### src/rtl/cplx_fp8_to_fp4_requant.sv
// ----------------------------------------------------------------------------
// cplx_fp8_to_fp4_requant
//   Streaming requantizer: complex FP8 (E4M3, bias 7) -> complex FP4 (E2M1,
//   bias 1). Magnitudes round to nearest with ties to even, and saturate at
//   6.0. Each sample carries per-component overflow/underflow flags. The
//   datapath is an elastic 2-stage valid/ready pipeline.
//
//   Optional feature macro: REQUANT_STATS_EN
//     defined   : ovf_cnt/unf_cnt are CNT_W-bit saturating transfer counters
//     undefined : counter logic removed, ovf_cnt/unf_cnt tied to 0
//
// Parameters
//   CNT_W          width of each statistics counter
//   FLUSH_NEG_ZERO 1: a result that rounds to zero is emitted as +0
//
// Ports
//   clk, rst            clock, asynchronous active-high reset
//   in_valid/in_ready   input handshake; in_data = {re[7:0], im[7:0]} FP8
//   out_valid/out_ready output handshake; out_data = {re[3:0], im[3:0]} FP4
//   out_ovf, out_unf    {re,im} saturated / nonzero-rounded-to-zero flags
//   stat_clr            synchronous clear of ovf_sticky and counters
//   ovf_sticky          set by any transferred sample with an ovf bit
//   ovf_cnt, unf_cnt    transferred samples with any ovf / unf bit set
// ----------------------------------------------------------------------------

package cplx_fp8_to_fp4_requant_pkg;

  localparam int unsigned FP8_W = 8;
  localparam int unsigned FP4_W = 4;
  localparam int unsigned IN_W  = 2 * FP8_W;
  localparam int unsigned OUT_W = 2 * FP4_W;

  // Rounding decision for one component; mag is the FP4 {e[1:0], m} code.
  typedef struct packed {
    logic       sign;
    logic [2:0] mag;
    logic       ovf;
    logic       unf;
  } comp_t;

  typedef struct packed {
    comp_t re;
    comp_t im;
  } cplx_t;

endpackage

module cplx_fp8_to_fp4_requant
  import cplx_fp8_to_fp4_requant_pkg::*;
#(
  parameter int unsigned CNT_W          = 16,
  parameter bit          FLUSH_NEG_ZERO = 1'b1
) (
  input  logic             clk,
  input  logic             rst,
  input  logic             in_valid,
  output logic             in_ready,
  input  logic [IN_W-1:0]  in_data,
  output logic             out_valid,
  input  logic             out_ready,
  output logic [OUT_W-1:0] out_data,
  output logic [1:0]       out_ovf,
  output logic [1:0]       out_unf,
  input  logic             stat_clr,
  output logic             ovf_sticky,
  output logic [CNT_W-1:0] ovf_cnt,
  output logic [CNT_W-1:0] unf_cnt
);

  // Classify one FP8 code by exponent band and round its magnitude to FP4.
  //   e >= 10      : |x| >= 8, always saturates
  //   e in 7..9    : |x| in [1,8), FP4 normal; keep m[2], RNE on m[1:0]
  //   e == 6       : |x| in [0.5,1), result 0.5 or 1.0 (0.75 ties up to even)
  //   e == 5       : |x| in [0.25,0.5), 0.25 ties down to 0, else 0.5
  //   e <= 4       : |x| < 0.25, rounds to zero (includes subnormals)
  function automatic comp_t classify(input logic [FP8_W-1:0] x);
    logic [3:0] e;
    logic [2:0] m;
    logic [2:0] e4;
    logic       m4;
    logic       up;
    comp_t      r;
    e      = x[6:3];
    m      = x[2:0];
    e4     = 3'd0;
    m4     = 1'b0;
    up     = 1'b0;
    r.sign = x[7];
    r.mag  = 3'd0;
    r.ovf  = 1'b0;
    r.unf  = 1'b0;
    if (e >= 4'd10) begin
      r.mag = 3'b111;
      r.ovf = 1'b1;
    end else if (e >= 4'd7) begin
      // e4 carries one headroom bit so a mantissa carry out of 6.0 shows up
      e4 = 3'(e - 4'd6);
      m4 = m[2];
      up = m[1] & (m[0] | m[2]);
      if (up) begin
        if (m4) begin
          m4 = 1'b0;
          e4 = e4 + 3'd1;
        end else begin
          m4 = 1'b1;
        end
      end
      if (e4 > 3'd3) begin
        r.mag = 3'b111;
        r.ovf = 1'b1;
      end else begin
        r.mag = {e4[1:0], m4};
      end
    end else if (e == 4'd6) begin
      r.mag = m[2] ? 3'b010 : 3'b001;
    end else if (e == 4'd5) begin
      r.mag = (m != 3'd0) ? 3'b001 : 3'b000;
      r.unf = (m == 3'd0);
    end else begin
      r.unf = (x[6:0] != 7'd0);
    end
    return r;
  endfunction

  // Final FP4 code; a zero magnitude optionally drops the input sign.
  function automatic logic [FP4_W-1:0] pack_fp4(input comp_t c);
    logic s;
    s = c.sign & ~(FLUSH_NEG_ZERO && (c.mag == 3'd0));
    return {s, c.mag};
  endfunction

  cplx_t s1_d;
  cplx_t s1_q;
  logic  s1_v;
  logic  s2_v;
  logic  s2_load;
  logic  xfer;

  // Handshake: each stage loads when empty or when its contents move on.
  assign s2_load   = !s2_v || out_ready;
  assign in_ready  = !s1_v || s2_load;
  assign out_valid = s2_v;
  assign xfer      = s2_v && out_ready;

  // Round decision for both components of the incoming sample.
  always_comb begin
    s1_d    = '0;
    s1_d.re = classify(in_data[IN_W-1:FP8_W]);
    s1_d.im = classify(in_data[FP8_W-1:0]);
  end

  // Stage 1: classified input.
  always_ff @(posedge clk or posedge rst) begin
    if (rst) begin
      s1_v <= 1'b0;
      s1_q <= '0;
    end else if (in_ready) begin
      s1_v <= in_valid;
      if (in_valid) begin
        s1_q <= s1_d;
      end
    end
  end

  // Stage 2: output registers, held while stalled.
  always_ff @(posedge clk or posedge rst) begin
    if (rst) begin
      s2_v     <= 1'b0;
      out_data <= '0;
      out_ovf  <= '0;
      out_unf  <= '0;
    end else if (s2_load) begin
      s2_v <= s1_v;
      if (s1_v) begin
        out_data <= {pack_fp4(s1_q.re), pack_fp4(s1_q.im)};
        out_ovf  <= {s1_q.re.ovf, s1_q.im.ovf};
        out_unf  <= {s1_q.re.unf, s1_q.im.unf};
      end
    end
  end

  // Sticky overflow indication, updated on output transfer; clear wins.
  always_ff @(posedge clk or posedge rst) begin
    if (rst) begin
      ovf_sticky <= 1'b0;
    end else if (stat_clr) begin
      ovf_sticky <= 1'b0;
    end else if (xfer && (out_ovf != 2'b00)) begin
      ovf_sticky <= 1'b1;
    end
  end

`ifdef REQUANT_STATS_EN
  logic [CNT_W-1:0] ovf_cnt_q;
  logic [CNT_W-1:0] unf_cnt_q;

  // Saturating per-transfer counters; clear wins over a coincident transfer.
  always_ff @(posedge clk or posedge rst) begin
    if (rst) begin
      ovf_cnt_q <= '0;
      unf_cnt_q <= '0;
    end else if (stat_clr) begin
      ovf_cnt_q <= '0;
      unf_cnt_q <= '0;
    end else if (xfer) begin
      if ((out_ovf != 2'b00) && (ovf_cnt_q != {CNT_W{1'b1}})) begin
        ovf_cnt_q <= ovf_cnt_q + CNT_W'(1);
      end
      if ((out_unf != 2'b00) && (unf_cnt_q != {CNT_W{1'b1}})) begin
        unf_cnt_q <= unf_cnt_q + CNT_W'(1);
      end
    end
  end

  assign ovf_cnt = ovf_cnt_q;
  assign unf_cnt = unf_cnt_q;
`else
  assign ovf_cnt = '0;
  assign unf_cnt = '0;
`endif

endmodule

### config.mk
export PLATFORM = sky130hd
export DESIGN_NAME = cplx_fp8_to_fp4_requant
export DESIGN_NICKNAME = d
export VERILOG_FILES = /design/src/rtl/cplx_fp8_to_fp4_requant.sv
export SDC_FILE = /design/constraint.sdc
export NUM_CORES = 1
export LEC_CHECK = 0
export ABC_AREA = 1
export CAP_MARGIN = 40
export CORE_MARGIN = 5
export CORE_UTILIZATION = 40
export CTS_BUF_LIST = sky130_fd_sc_hd__clkbuf_8 sky130_fd_sc_hd__clkbuf_16
export CTS_CLUSTER_SIZE = 10
export DETAILED_ROUTE_END_ITERATION = 6
export PLACE_DENSITY = 0.74
export SKIP_CTS_REPAIR_TIMING = 1
export SYNTH_ARGS = -nofsm -noshare
export SYNTH_HDL_FRONTEND = slang
export SYNTH_SLANG_ARGS = --single-unit
### constraint.sdc
create_clock -name clk -period 2.7 [get_ports clk]
set_input_delay 0.54 -clock clk [delete_from_list [all_inputs] [get_ports clk]]
set_output_delay 0.54 -clock clk [all_outputs]
set_load 0.01 [all_outputs]
# Yosys cells after proc, flatten, opt, wreduce, memory -nomap -nowiden
# Cells that the tools add are included.
[word_totals] ff_bits=27 input_bits=21 out_inout_bits=47 word_cells=94
[op_classes] add_sub_neg=4 n_lt_le_gt_ge=6 n_eq_ne=4 mux=40 bitwise=8 n_reduce_logical=18
[ops] operator="two-way mux 3 bit" count=12
[ops] operator="two-way mux 1 bit" count=22
[ops] operator="equality test 4 x 3 -> 1 bit, second input constant" count=4
[ops] operator="nonzero test 7 bit" count=2
[ops] operator="logical NOT 3 bit" count=4
[ops] operator=">= comparator 4 x 3 -> 1 bit, second input constant" count=2
[ops] operator=">= comparator 4 bit, second input constant" count=2
[ops] operator="two-way mux 2 bit" count=4
[ops] operator="two-way mux 4 bit" count=2
[ops] operator="adder 3 x 1 -> 3 bit, second input constant" count=2
[ops] operator="greater-than comparator 3 x 2 -> 1 bit, second input constant" count=2
[ops] operator="nonzero test 3 bit" count=2
[ops] operator="subtractor 3 bit, second input constant" count=2
[ops] operator="bitwise AND 1 bit" count=4
[ops] operator="AND reduction 2 bit" count=2
[ops] operator="nonzero test 2 bit" count=2
[ops] operator="logical AND 1 bit" count=2
[ops] operator="logical NOT 1 bit" count=2
[ops] operator="logical OR 1 bit" count=2
[ops] operator="NOT 1 bit" count=2
[ops] operator="OR 1 bit" count=2

# Longest topological paths before layout
[depth] ltp_word=10 depth_mapped=10 depth_no_buf=10

# Least setup slack after synthesis
# OpenSTA, ideal clock, no wires.
[synth_timing] kind="in2reg" start="in in_data[4]" end="reg s1_q[4] in the netlist's numbering" arrival_ns=1.276 setup_slack_ns=1.305 stages=8 path_cell_list="inv_1 -> ha_1 -> inv_1 -> nand2_1 -> nand3_2 -> nand2_2 -> o21ai_0 -> inv_1"
[synth_via] elab_chain_cells=10 elab_cells_between_ends=12
[synth_lines] item="start: declaration" line="58" source="input logic [IN_W-1:0] in_data,"
[synth_lines] item="subtractor 3 bit" line="97" source="e4 = 3'(e - 4'd6);"
[synth_lines] item="adder 3 x 1 -> 3 bit" line="103" source="e4 = e4 + 3'd1;"
[synth_lines] item="two-way mux 3 bit" line="101" source="if (m4) begin"
[synth_lines] item="two-way mux 3 bit" line="100" source="if (up) begin"
[synth_lines] item="two-way mux 3 bit" line="95" source="end else if (e >= 4'd7) begin"
[synth_lines] item="two-way mux 3 bit" line="92" source="if (e >= 4'd10) begin"
[synth_lines] item="greater-than comparator 3 x 2 -> 1 bit" line="108" source="if (e4 > 3'd3) begin"
[synth_lines] item="two-way mux 3 bit" line="108"
[synth_lines] item="two-way mux 3 bit" line="95"
[synth_lines] item="two-way mux 4 bit *" line="92"
[synth_lines] item="end signal: assignment" line="156" source="s1_q <= '0;"
[synth_lines] item="end signal: assignment" line="160" source="s1_q <= s1_d;"
[synth_lines] item="end: declaration" line="133" source="cplx_t s1_q;"
# Every way passes the cells marked *; elsewhere a longest branch is shown, timed or not. The select of a mux whose other input is x is not followed.
# A chain may end at the register's enable or synchronous reset.

# Worst setup path in the final report
[layout_timing] start="in out_ready" end="out in_ready"
[layout_via] elab_chain_cells=2
[layout_lines] item="start: declaration" line="60" source="input logic out_ready,"
[layout_lines] item="logical OR 1 bit" line="140" source="assign s2_load = !s2_v || out_ready;"
[layout_lines] item="logical OR 1 bit" line="141" source="assign in_ready = !s1_v || s2_load;"
[layout_lines] item="end: declaration" line="57" source="output logic in_ready,"
# Every way passes these cells.

==> implementation parameters <==
Parameter                              Value

Worst setup path
  Buffers plus inverters on the worst setup path    3
  Crit path largest cell delay    between 500 and 600 ps
  Crit path DAT    1720 ps
  Category of the worst setup path launch point    primary input
  Cell family with the largest share of critical-path delay    buffers and inverters
  Capturing element type of the critical path    primary output
  CP cell instances    clkdlybuf4s50_1 > inv_1 > nand3_2 > clkdlybuf4s50_1
  Worst Path Class, Setup    in -> out
  CP max stage cell    clkdlybuf4s50_1
  Required time at the endpoint of the critical path    about 2200 ps
  Crit path max fanout    3
  Cell with the most instances on the worst path    clkdlybuf4s50_1

Clock tree
  CTS Sinks    27
  Root buffer cell    clkbuf_8
  TritonCTS clock tree    built
  Maximum level of the CTS H-tree    1
  Later-pin clock latency in the skew report    around 270 ps
  Number of buffers added by the clock tree synthesis step    3
  Maximum clock insertion buffer count    2
  Clock transition time at the flip-flop clock pins of the worst setup and hold paths    about 80 ps

STA
  Maximum clock frequency    approximately 0.44 GHz
  Worst clock skew    1.782 ps
  RSZ-0062 raised after global routing    false
  Final period demand of the worst path    between 2000 and 2500 ps
  Number of hold violations in the final report    0
  Number of failing setup endpoints in the final timing report    0
  Period utilisation layout    between 80% and 90%
  Final Slew Violations    0
  Post-route setup TNS    0 ps

Synthesis
  EDFF count, synth    0
  Average size of a mapped cell    about 7.5 um2
  Async S/R FF share, synth    100.0%
  Count of mapped cells out of synthesis    ~240
  Flop and latch count out of synthesis    27
  Yosys warnings    0
  Synth Flop Type    dfrtp_1
  Sequential cell area fraction in the yosys report    a little under two fifths
  Cell with the most instances after synthesis    nand2_1
  Synth area leaders    dfrtp_1, nand2_1, buf_4, ha_1, inv_1
  Number of library cell types mapped by synthesis    24
  Area of the mapped netlist    roughly 0.0018 mm2
  Cell type with the highest aggregate area in the netlist    dfrtp_1
  Most numerous cell types in the synthesized netlist    nand2_1, buf_4, inv_1
  Fraction of synthesized cell area taken by the top area cell type    between 30% and 40%

Route
  Number of iterations in the first detailed-routing pass    4
  Via count    around 1400
  Drt initial violations    50
  Wire length per cell    roughly 10 um
  Post-route DRC violation count    0
  Remaining antenna violation count after routing    0
  Number of vias per cell    about 4.3
  Total wire length after detailed routing    roughly 3.4 mm

Finish
  Fin util    approximately 49%
  Fraction of layout cells with a size suffix above 1    between 6 and 7%
  Net total in the final layout    311
  Area growth from synthesis to final layout    18.32%
  Antenna Diode Count    0
  Post-route cell area    around 0.0021 mm2
  Count of non-filler cells in the finished layout    ~330

Die
  Die Ht    77.14 um
  Overall die area    approximately 0.006 mm2
  Std-Cell Rows    24
  Die X    77.14 um
  Effective utilization at floorplan    approximately two fifths
  Count of pins on the block boundary    68
  Core Box Area    0.004354 mm2

Global route
  Antenna violations before repair    0
  First-pass GRT wire length    5.540 mm
  Total routing usage reported by global routing    10.94%
  Largest net degree at the start of global routing    28
  Number of global-route vias before repair    1304
  Total congestion overflow    0

Placement
  Standard cell area after detailed placement    0.002088 mm2
  Count of buffers from port buffering    35
  # placed instances    around 330
  Routability congestion estimate from global placement    0.7838
  Half-perimeter wire length after placement    approximately 2.8 mm

Worst hold path
  Worst hold-check path type    reg -> reg

Power
  Power per cell area    556.8 mW/mm2
  Final Power    around 1200 uW
  Leakage dissipation    approximately 0.0011 uW
  Worst vdd ir    0.2106 mV

Flow run
  Count of max-cap constraint violations    0

Status
  Run status    finished clean
## cell type report
cell class              count  area [um2]
clock buffers               3       41.29
well taps                  52       65.06
multi-input cells         177       854.6
flip-flops and latches     27       675.6
fillers                   463        2221
clock inverters             1       3.754
repair buffers             37       365.4
inverters                  34       127.6
## worst paths after layout
kind,startpoint,to,slack (ps),depth (start not counted)
min in group asynchronous,rst,out_data[4],630,3
max reg2reg,out_valid,s1_q[10],1400,6
min reg2reg,s1_q[5],s1_q[5],480,2
min,s1_q[5],s1_q[5],480,2
max,out_ready,in_ready,440,4
max in group asynchronous,rst,s1_q[3],1830,3
## registers in the layout, summed over array words and instances, names as in the netlist
name and flops:
s1_q 12, out_data 8, out_ovf 2, out_unf 2, out_valid 1, ovf_sticky 1, s1_v 1
## stage by stage
stage | hold WS [ps] | setup WS [ps]
after floorplan | 442.2 | 1305
after global placement | 459.3 | 478.0
final | 481.8 | 445.0
after detailed placement | 454.4 | 446.6
after CTS | 477.0 | 441.0
after global routing | 489.8 | 406.0
## where the power goes
group	switching (uW)	internal [uW]
clock network	116	102
registers	51.5	497
logic	216	205
## placed cells by master (no fill, tap or decap)
cell type	instances
a21oi_1	7
buf_4	2
clkbuf_8	3
clkdlybuf4s50_1	35
conb_1	32
dfrtp_1	27
ha_1	10
inv_1	32
inv_2	3
nand2_1	67
nand2_2	5
nand3_1	8
nand3_2	2
nand4_1	4
nor2_1	20
nor2_2	1
nor3_1	1
nor3_2	1
o2111ai_1	1
o211ai_1	1
o21ai_0	13
o21ai_1	1
o22ai_1	1
o311ai_0	2
## kinds of logic after synthesis
family,after synthesis,share of synthesized area [%]
flip-flops,27,37.47
AO/OA/AOI/OAI,26,8.050
adder cells (fa/ha/maj),10,6.940
other,1,0.2080
buffers and inverters,69,21.58
AND/OR/NAND/NOR,109,25.75
## per-layer routing
metal  routed length, um  up-vias  track usage [%]
met2                1493       50            17.93
met5                   0        -                0
met4                  58        0            3.608
li1                    -      764                -
met1                1585      607            13.86
met3                 289        7            2.927
## worst reg2reg max path: stages, from the launching register on
cell and delay, ps:
dfrtp_1 420, nand3_2 120, nand2_2 180, nor2_1 150, nand2_1 90, o21ai_0 180, inv_1 60
Power figures use the tool's default switching activity.
